==> config.mk <==
export PLATFORM = sky130hd
export DESIGN_NAME = grid_clb_param_flat
export DESIGN_NICKNAME = d
export VERILOG_FILES = /design/src/rtl/grid_clb_param_if.sv /design/src/rtl/grid_clb_param.sv /design/src/flat_wrapper.sv
export SDC_FILE = /design/constraint.sdc
export NUM_CORES = 1
export LEC_CHECK = 0
export ABC_AREA = 1
export ABC_CLOCK_PERIOD_IN_PS = 1690
export CAP_MARGIN = 20
export CORE_UTILIZATION = 50
export DETAILED_ROUTE_END_ITERATION = 8
export DONT_BUFFER_PORTS = 1
export PLACE_DENSITY_LB_ADDON = 0.12
export RECOVER_POWER = 50
export SLEW_MARGIN = 0
export SYNTH_ARGS = -nofsm -noshare
export SYNTH_HDL_FRONTEND = slang
export SYNTH_SLANG_ARGS = --single-unit
==> constraint.sdc <==
create_clock -name clk -period 1.69 [get_ports clk]
set_input_delay 0.338 -clock clk [delete_from_list [all_inputs] [get_ports clk]]
set_output_delay 0.338 -clock clk [all_outputs]
set_load 0.02 [all_outputs]
==> src/rtl/grid_clb_param_if.sv <==
// Bus interface for the grid_clb_param logic tile.
// Groups the configuration, scan, cascade and LUT input/output signals.
// clk and reset stay as plain ports on the tile.
//   master : drives Test_en, config_en, ccff_head, clb_I, clb_reg_in, clb_sc_in;
//            observes clb_O, clb_reg_out, clb_sc_out, ccff_tail, cfg_done
//   slave  : the tile itself (opposite directions)
interface grid_clb_param_if #(
   parameter int NUM_BLE = 8,
   parameter int LUT_K   = 4
);
   logic                       Test_en;
   logic                       config_en;
   logic                       ccff_head;
   logic [NUM_BLE*LUT_K-1:0]   clb_I;
   logic                       clb_reg_in;
   logic                       clb_sc_in;
   logic [NUM_BLE-1:0]         clb_O;
   logic                       clb_reg_out;
   logic                       clb_sc_out;
   logic                       ccff_tail;
   logic                       cfg_done;

   modport master (
      output Test_en, config_en, ccff_head, clb_I, clb_reg_in, clb_sc_in,
      input  clb_O, clb_reg_out, clb_sc_out, ccff_tail, cfg_done
   );

   modport slave (
      input  Test_en, config_en, ccff_head, clb_I, clb_reg_in, clb_sc_in,
      output clb_O, clb_reg_out, clb_sc_out, ccff_tail, cfg_done
   );
endinterface

==> src/rtl/grid_clb_param.sv <==
// Parametrised CLB tile: NUM_BLE basic logic elements, each a LUT_K-input LUT
// plus one user flip-flop, configured through an internal serial chain.
// Ports:
//   clk    : single clock for the config chain and user FFs
//   reset  : synchronous, active-high; clears config, FFs and the config counter
//   bus    : grid_clb_param_if slave modport
//            Test_en     scan mode, user FFs form a shift chain
//            config_en   shift the config chain one bit per cycle
//            ccff_head   config serial in; ccff_tail config serial out (MSB)
//            clb_I       LUT inputs, BLE i uses clb_I[i*LUT_K +: LUT_K]
//            clb_reg_in  cascade input into BLE0; clb_reg_out = q of last BLE
//            clb_sc_in   scan input into BLE0;    clb_sc_out  = q of last BLE
//            clb_O       per-BLE output (registered or combinational)
//            cfg_done    a full CFG_BITS bits shifted in this config session
// Per-BLE config field cfg[i*W +: W]: LUT mask, then ff_en, then reg_sel.
module grid_clb_param #(
   parameter int NUM_BLE = 8,
   parameter int LUT_K   = 4
) (
   input  logic             clk,
   input  logic             reset,
   grid_clb_param_if.slave  bus
);
   localparam int MASK_W   = 2**LUT_K;
   localparam int W        = MASK_W + 2;
   localparam int CFG_BITS = NUM_BLE * W;
   localparam int CW       = $clog2(CFG_BITS + 1);

   logic [CFG_BITS-1:0] cfg_reg;
   logic [NUM_BLE-1:0]  q_reg;
   logic [NUM_BLE-1:0]  q_next;
   logic [NUM_BLE-1:0]  lut_out;
   logic [NUM_BLE-1:0]  ff_en;
   logic [NUM_BLE-1:0]  reg_sel;
   logic [NUM_BLE-1:0]  chain_in;
   logic [NUM_BLE-1:0]  clb_o;
   logic [CW-1:0]       count_reg;
   logic [CW-1:0]       count_next;
   logic                cfg_en_d_reg;
   logic                cfg_done_reg;

   genvar gi;
   generate
      for (gi = 0; gi < NUM_BLE; gi++) begin : g_ble
         logic [MASK_W-1:0] mask;
         logic [LUT_K-1:0]  sel;

         assign mask         = cfg_reg[gi*W +: MASK_W];
         assign ff_en[gi]    = cfg_reg[gi*W + MASK_W];
         assign reg_sel[gi]  = cfg_reg[gi*W + MASK_W + 1];
         assign sel          = bus.clb_I[gi*LUT_K +: LUT_K];
         assign lut_out[gi]  = mask[sel];

         // Scan and cascade share the same FF-to-FF path; they differ only in
         // which external bit enters BLE0.
         if (gi == 0) begin : g_head
            assign chain_in[gi] = bus.Test_en ? bus.clb_sc_in : bus.clb_reg_in;
         end else begin : g_link
            assign chain_in[gi] = q_reg[gi-1];
         end

         // Config shifting freezes user state; scan outranks the cascade select.
         assign q_next[gi] = bus.config_en ? q_reg[gi] :
                             (bus.Test_en || reg_sel[gi]) ? chain_in[gi] : lut_out[gi];

         // Outputs are forced low while the configuration is in flux.
         assign clb_o[gi] = bus.config_en ? 1'b0 : (ff_en[gi] ? q_reg[gi] : lut_out[gi]);
      end
   endgenerate

   // A new config session starts on the rising edge of config_en; the count
   // saturates so over-shifting keeps cfg_done asserted.
   always_comb begin
      count_next = count_reg;
      if (bus.config_en) begin
         if (!cfg_en_d_reg) begin
            count_next = CW'(1);
         end else if (count_reg != CW'(CFG_BITS)) begin
            count_next = count_reg + CW'(1);
         end
      end
   end

   always_ff @(posedge clk) begin
      if (reset) begin
         cfg_reg      <= '0;
         q_reg        <= '0;
         count_reg    <= '0;
         cfg_en_d_reg <= 1'b0;
         cfg_done_reg <= 1'b0;
      end else begin
         if (bus.config_en) begin
            cfg_reg <= {cfg_reg[CFG_BITS-2:0], bus.ccff_head};
         end
         q_reg        <= q_next;
         count_reg    <= count_next;
         cfg_en_d_reg <= bus.config_en;
         cfg_done_reg <= (count_next == CW'(CFG_BITS));
      end
   end

   assign bus.clb_O       = clb_o;
   assign bus.clb_reg_out = q_reg[NUM_BLE-1];
   assign bus.clb_sc_out  = q_reg[NUM_BLE-1];
   assign bus.ccff_tail   = cfg_reg[CFG_BITS-1];
   assign bus.cfg_done    = cfg_done_reg;
endmodule

==> src/flat_wrapper.sv <==
// flat-port wrapper written by rule: the top's interface ports become plain ports
module grid_clb_param_flat 
#(
   parameter int NUM_BLE = 8,
   parameter int LUT_K   = 4
)
  (clk, reset, bus_Test_en, bus_config_en, bus_ccff_head, bus_clb_I, bus_clb_reg_in, bus_clb_sc_in, bus_clb_O, bus_clb_reg_out, bus_clb_sc_out, bus_ccff_tail, bus_cfg_done);
  grid_clb_param_if #(.NUM_BLE(NUM_BLE), .LUT_K(LUT_K)) bus_i ();
  input  logic clk;
  input  logic reset;
  input wire logic [$bits(bus_i.Test_en)-1:0] bus_Test_en;
  input wire logic [$bits(bus_i.config_en)-1:0] bus_config_en;
  input wire logic [$bits(bus_i.ccff_head)-1:0] bus_ccff_head;
  input wire logic [$bits(bus_i.clb_I)-1:0] bus_clb_I;
  input wire logic [$bits(bus_i.clb_reg_in)-1:0] bus_clb_reg_in;
  input wire logic [$bits(bus_i.clb_sc_in)-1:0] bus_clb_sc_in;
  output wire logic [$bits(bus_i.clb_O)-1:0] bus_clb_O;
  output wire logic [$bits(bus_i.clb_reg_out)-1:0] bus_clb_reg_out;
  output wire logic [$bits(bus_i.clb_sc_out)-1:0] bus_clb_sc_out;
  output wire logic [$bits(bus_i.ccff_tail)-1:0] bus_ccff_tail;
  output wire logic [$bits(bus_i.cfg_done)-1:0] bus_cfg_done;
  assign bus_i.Test_en = bus_Test_en;
  assign bus_i.config_en = bus_config_en;
  assign bus_i.ccff_head = bus_ccff_head;
  assign bus_i.clb_I = bus_clb_I;
  assign bus_i.clb_reg_in = bus_clb_reg_in;
  assign bus_i.clb_sc_in = bus_clb_sc_in;
  assign bus_clb_O = bus_i.clb_O;
  assign bus_clb_reg_out = bus_i.clb_reg_out;
  assign bus_clb_sc_out = bus_i.clb_sc_out;
  assign bus_ccff_tail = bus_i.ccff_tail;
  assign bus_cfg_done = bus_i.cfg_done;
  grid_clb_param #(.NUM_BLE(NUM_BLE), .LUT_K(LUT_K)) u_core (.clk(clk), .reset(reset), .bus(bus_i));
endmodule
==> flow_summary.ini <==
[logic_synthesis]
synth_adder_area_share_pct = 0.3380
synthCells = 1085
synth_sequential_area_ratio_pct = 43.80
yosysWarningCount = 0
post_synth_top_area_cell = sky130_fd_sc_hd__dfxtp_1
number_of_flops_mapped_to_enable_cells_by_yosys = 0
synth.area.top_cells = sky130_fd_sc_hd__dfxtp_1 (44%), sky130_fd_sc_hd__o21ai_0 (12%), sky130_fd_sc_hd__a21oi_1 (11%), sky130_fd_sc_hd__nand2_1 (9.0%), sky130_fd_sc_hd__inv_1 (8.6%)
synth.most_common_cell = sky130_fd_sc_hd__o21ai_0
yosys-top-cells-count = sky130_fd_sc_hd__o21ai_0 (178), sky130_fd_sc_hd__nand2_1 (177), sky130_fd_sc_hd__inv_1 (169)
synth_compound_gate_area_share_pct = 23.10
synth_simple_gate_area_share_pct = 19.75
synth_top_area_share_pct = 43.80
syn_avg_cell_area_um2 = 6.825
share_of_synthesized_area_spent_on_multiplexers_pct = 0
ys_seq_elements = 162
synth_top_family_by_area = compound AO/OA/AOI/OAI gates
synth_ff_type = sky130_fd_sc_hd__dfxtp_1
synth_async_sr_flop_share_pct = 0
synth_nets = 1126
synth.distinct_cells = 23
synth_area_um2 = 7405
share_of_the_synthesized_netlist_area_taken_by_xor_and_xnor_gates_pct = 0

[detailed_routing]
drt-initial-drc-count = 493
route.antenna.remaining_nets = 0
totalWireLength_um = 17900
remaining_drc_errors = 0
detail_route.vias_per_cell = 5.231
vias = 6931
drt_pre_antenna_iters = 5
route.detailed.wl_per_inst_um = 13.51

[power]
ir_drop_mv = 0.8075
swShare_pct = 24.43
p_int_mw = 7.401
power_per_cell_area_nw_per_um2 = 1077
p_switching_mw = 2.392
power.total_mw = 9.793
pwr-share-seq_pct = 43.1
share_comb_of_total_power_pct = 12.0
leakage_nw = 3.914
power.share.clock_pct = 44.9

[setup_path]
worstSetupEndpointType = primary output
worstPathRequired_ps = 1350
worst_r2r_path_depth = 11
cp.arrival_ps = 1480
timing.setup.critical_path_class = reg2out
worst_setup_sp_type = flop
maximum_fanout_encountered_on_the_critical_timing_path = 2

[clocking]
clock_path_buffers = 2
htreeDepth = 4
root_buffer = sky130_fd_sc_hd__clkbuf_16
clkSinkCount = 162
clock_insertion_delay_worst_skew_ps = 430
tritoncts.num_buffers = 17
clk_pin_slew_ps = 60
clock_tree_from_tritoncts = built

[timing]
finalHoldViolCount = 1
worst_slew_pin_slew_ps = 1143
max_slew_margin_pct = 23.55
clock_skew_ps = 5.403
unrepaired_setup_endpoints_after_global_routing = yes
timing.final.crit_period_ps = 1816
period_utilization_post_route_pct = 107.5
report.final.slew_viol_count = 0
setup-tns-final_ps = -501.2
whs_ps = -3.880
max_clock_freq_mhz = 550.7
final.setup.worst_slack_ps = -126.0
timing.final.setup_violations = 8

[outcome]
violations = negative hold slack, negative setup slack
outcome = complete, but fails checks

[final_layout]
areaGrowthSynthToFinish_pct = 22.74
multi_input_comb_area_um2 = 3510
fraction_of_layout_cells_with_a_size_suffix_above_1_pct = 30.76
num-fill-cells = 1274
insertedDiodeCount = 0
finalNonFillerCells = 1325
fin_nets = 1169
area.sequential_um2 = 3321
largest_reg_flops = 144

[global_route]
grt_pass1_wl_um = 27920
remaining_overflow_grt = 0
vias_in_the_first_global_route = 6066
grt_max_degree = 221
track_usage_pct = 23.16
grt_antenna_before_repair = 0

[floorplan]
die_w_um = 123.7
fp.coreArea_um2 = 14480
rows = 44
die-area_um2 = 15300
dieHeight_um = 123.7
i_o_pin_total = 51
start_util_pct = 51.14

[place]
place_inst = 1218
port-buffer-count = 0
place_congestion = 0.8403
post-dp-hpwl_um = 9690

[hold_path]
hold_path_depth = 1
hold_path.class = in2reg

[run]
max-cap-violations = 0
-- worst max-delay path, cell delays in order, from the launching register on --
cell,delay (ps)
sky130_fd_sc_hd__dfxtp_2,330
sky130_fd_sc_hd__inv_1,60
sky130_fd_sc_hd__o21ai_2,130
sky130_fd_sc_hd__nand2_1,70
sky130_fd_sc_hd__nand3_1,70
sky130_fd_sc_hd__nand3_1,90
sky130_fd_sc_hd__nand2_2,110
sky130_fd_sc_hd__o21ai_2,70
sky130_fd_sc_hd__inv_2,120
-- per-stage QoR --
stage / instance area, um2 / setup slack [ps] / hold WS (ps) / utilization [%]
finish: 9089 / -126.0 / -3.880 / 62.77
global route: 9089 / -187.2 / 1.640 / 62.77
CTS: 8746 / -100.1 / 4.004 / 60.40
detailed placement: 7453 / 18.89 / 411.0 / 51.48
global placement: 7453 / 49.29 / 409.7 / 51.48
floorplan: 7405 / 264.5 / 439.1 / -
-- power groups by stage --
stage / Clock (mW) / Combinational [mW] / Sequential [mW]
finish: 4.40 / 1.18 / 4.22
global route: 4.63 / 1.33 / 4.25
CTS: 4.46 / 1.06 / 4.19
detailed placement: 0 / 0.816 / 4.25
global placement: 0 / 0.808 / 4.25
floorplan: 0 / 0.766 / 4.23
-- placed cells by master (no fill, tap or decap), types with 17 or more instances in the layout --
cell type                     n
sky130_fd_sc_hd__nor2_1      53
sky130_fd_sc_hd__inv_2       93
sky130_fd_sc_hd__o21ai_0    154
sky130_fd_sc_hd__dfxtp_2     62
sky130_fd_sc_hd__dfxtp_1    100
sky130_fd_sc_hd__nand3_1     74
sky130_fd_sc_hd__inv_1       78
sky130_fd_sc_hd__clkbuf_16   17
sky130_fd_sc_hd__nand2_2     23
sky130_fd_sc_hd__a21oi_1    151
sky130_fd_sc_hd__nand3_2     33
sky130_fd_sc_hd__o21ai_2     18
sky130_fd_sc_hd__nand2_1    155
sky130_fd_sc_hd__buf_4       69
-- kinds of logic (layout without fill, tap and decap cells) --
| family | after synthesis | after routing |
|---|---|---|
| and+or+nand+nor | 345 | 345 |
| AOI/OAI and AO/OA | 339 | 339 |
| buffers and inverters | 237 | 293 |
| DFF | 162 | 162 |
| adders and majority gates | 2 | 2 |
-- final timing paths --
| path | startpoint | endpoint | slack (ps) |
|---|---|---|---|
| setup / recovery | u_core.cfg_reg[4]$_SDFFE_PP0P_ | bus_clb_O[0] | -130 |
| hold / removal | bus_config_en | u_core.cfg_reg[140]$_SDFFE_PP0P_ | -4 |
| setup reg to reg | u_core.cfg_reg[99]$_SDFFE_PP0P_ | u_core.cfg_reg[100]$_SDFFE_PP0P_ | 70 |
| hold reg to reg | u_core.cfg_reg[75]$_SDFFE_PP0P_ | u_core.cfg_reg[76]$_SDFFE_PP0P_ | 450 |
-- cell type report --
type                    instances  share of cell area, %
well taps                     184                  2.533
inverters                     174                  7.200
repair buffers                 87                  7.682
multi-input cells             686                  38.62
clock inverters                13                  2.561
flip-flops and latches        162                  36.54
clock buffers                  19                  4.873
-- timing repair --
item / 4_1_cts / 5_1_grt
setup endpoints to repair: 8 / 14
hold buffers: 7 / 1
buffers inserted: 60 / 12
endpoints found under the hold margin: 32 / 23
resized for setup: 111 / 151
pin swaps: 34 / 64
-- per-layer routing --
layer / routed length, um / global-route usage [%]
met2: 8449 / 37.22
met4: 269 / 7.380
met5: 0 / 0
met3: 763 / 6.227
met1: 8418 / 30.08
Note: power is estimated with default switching activity, not from simulation.
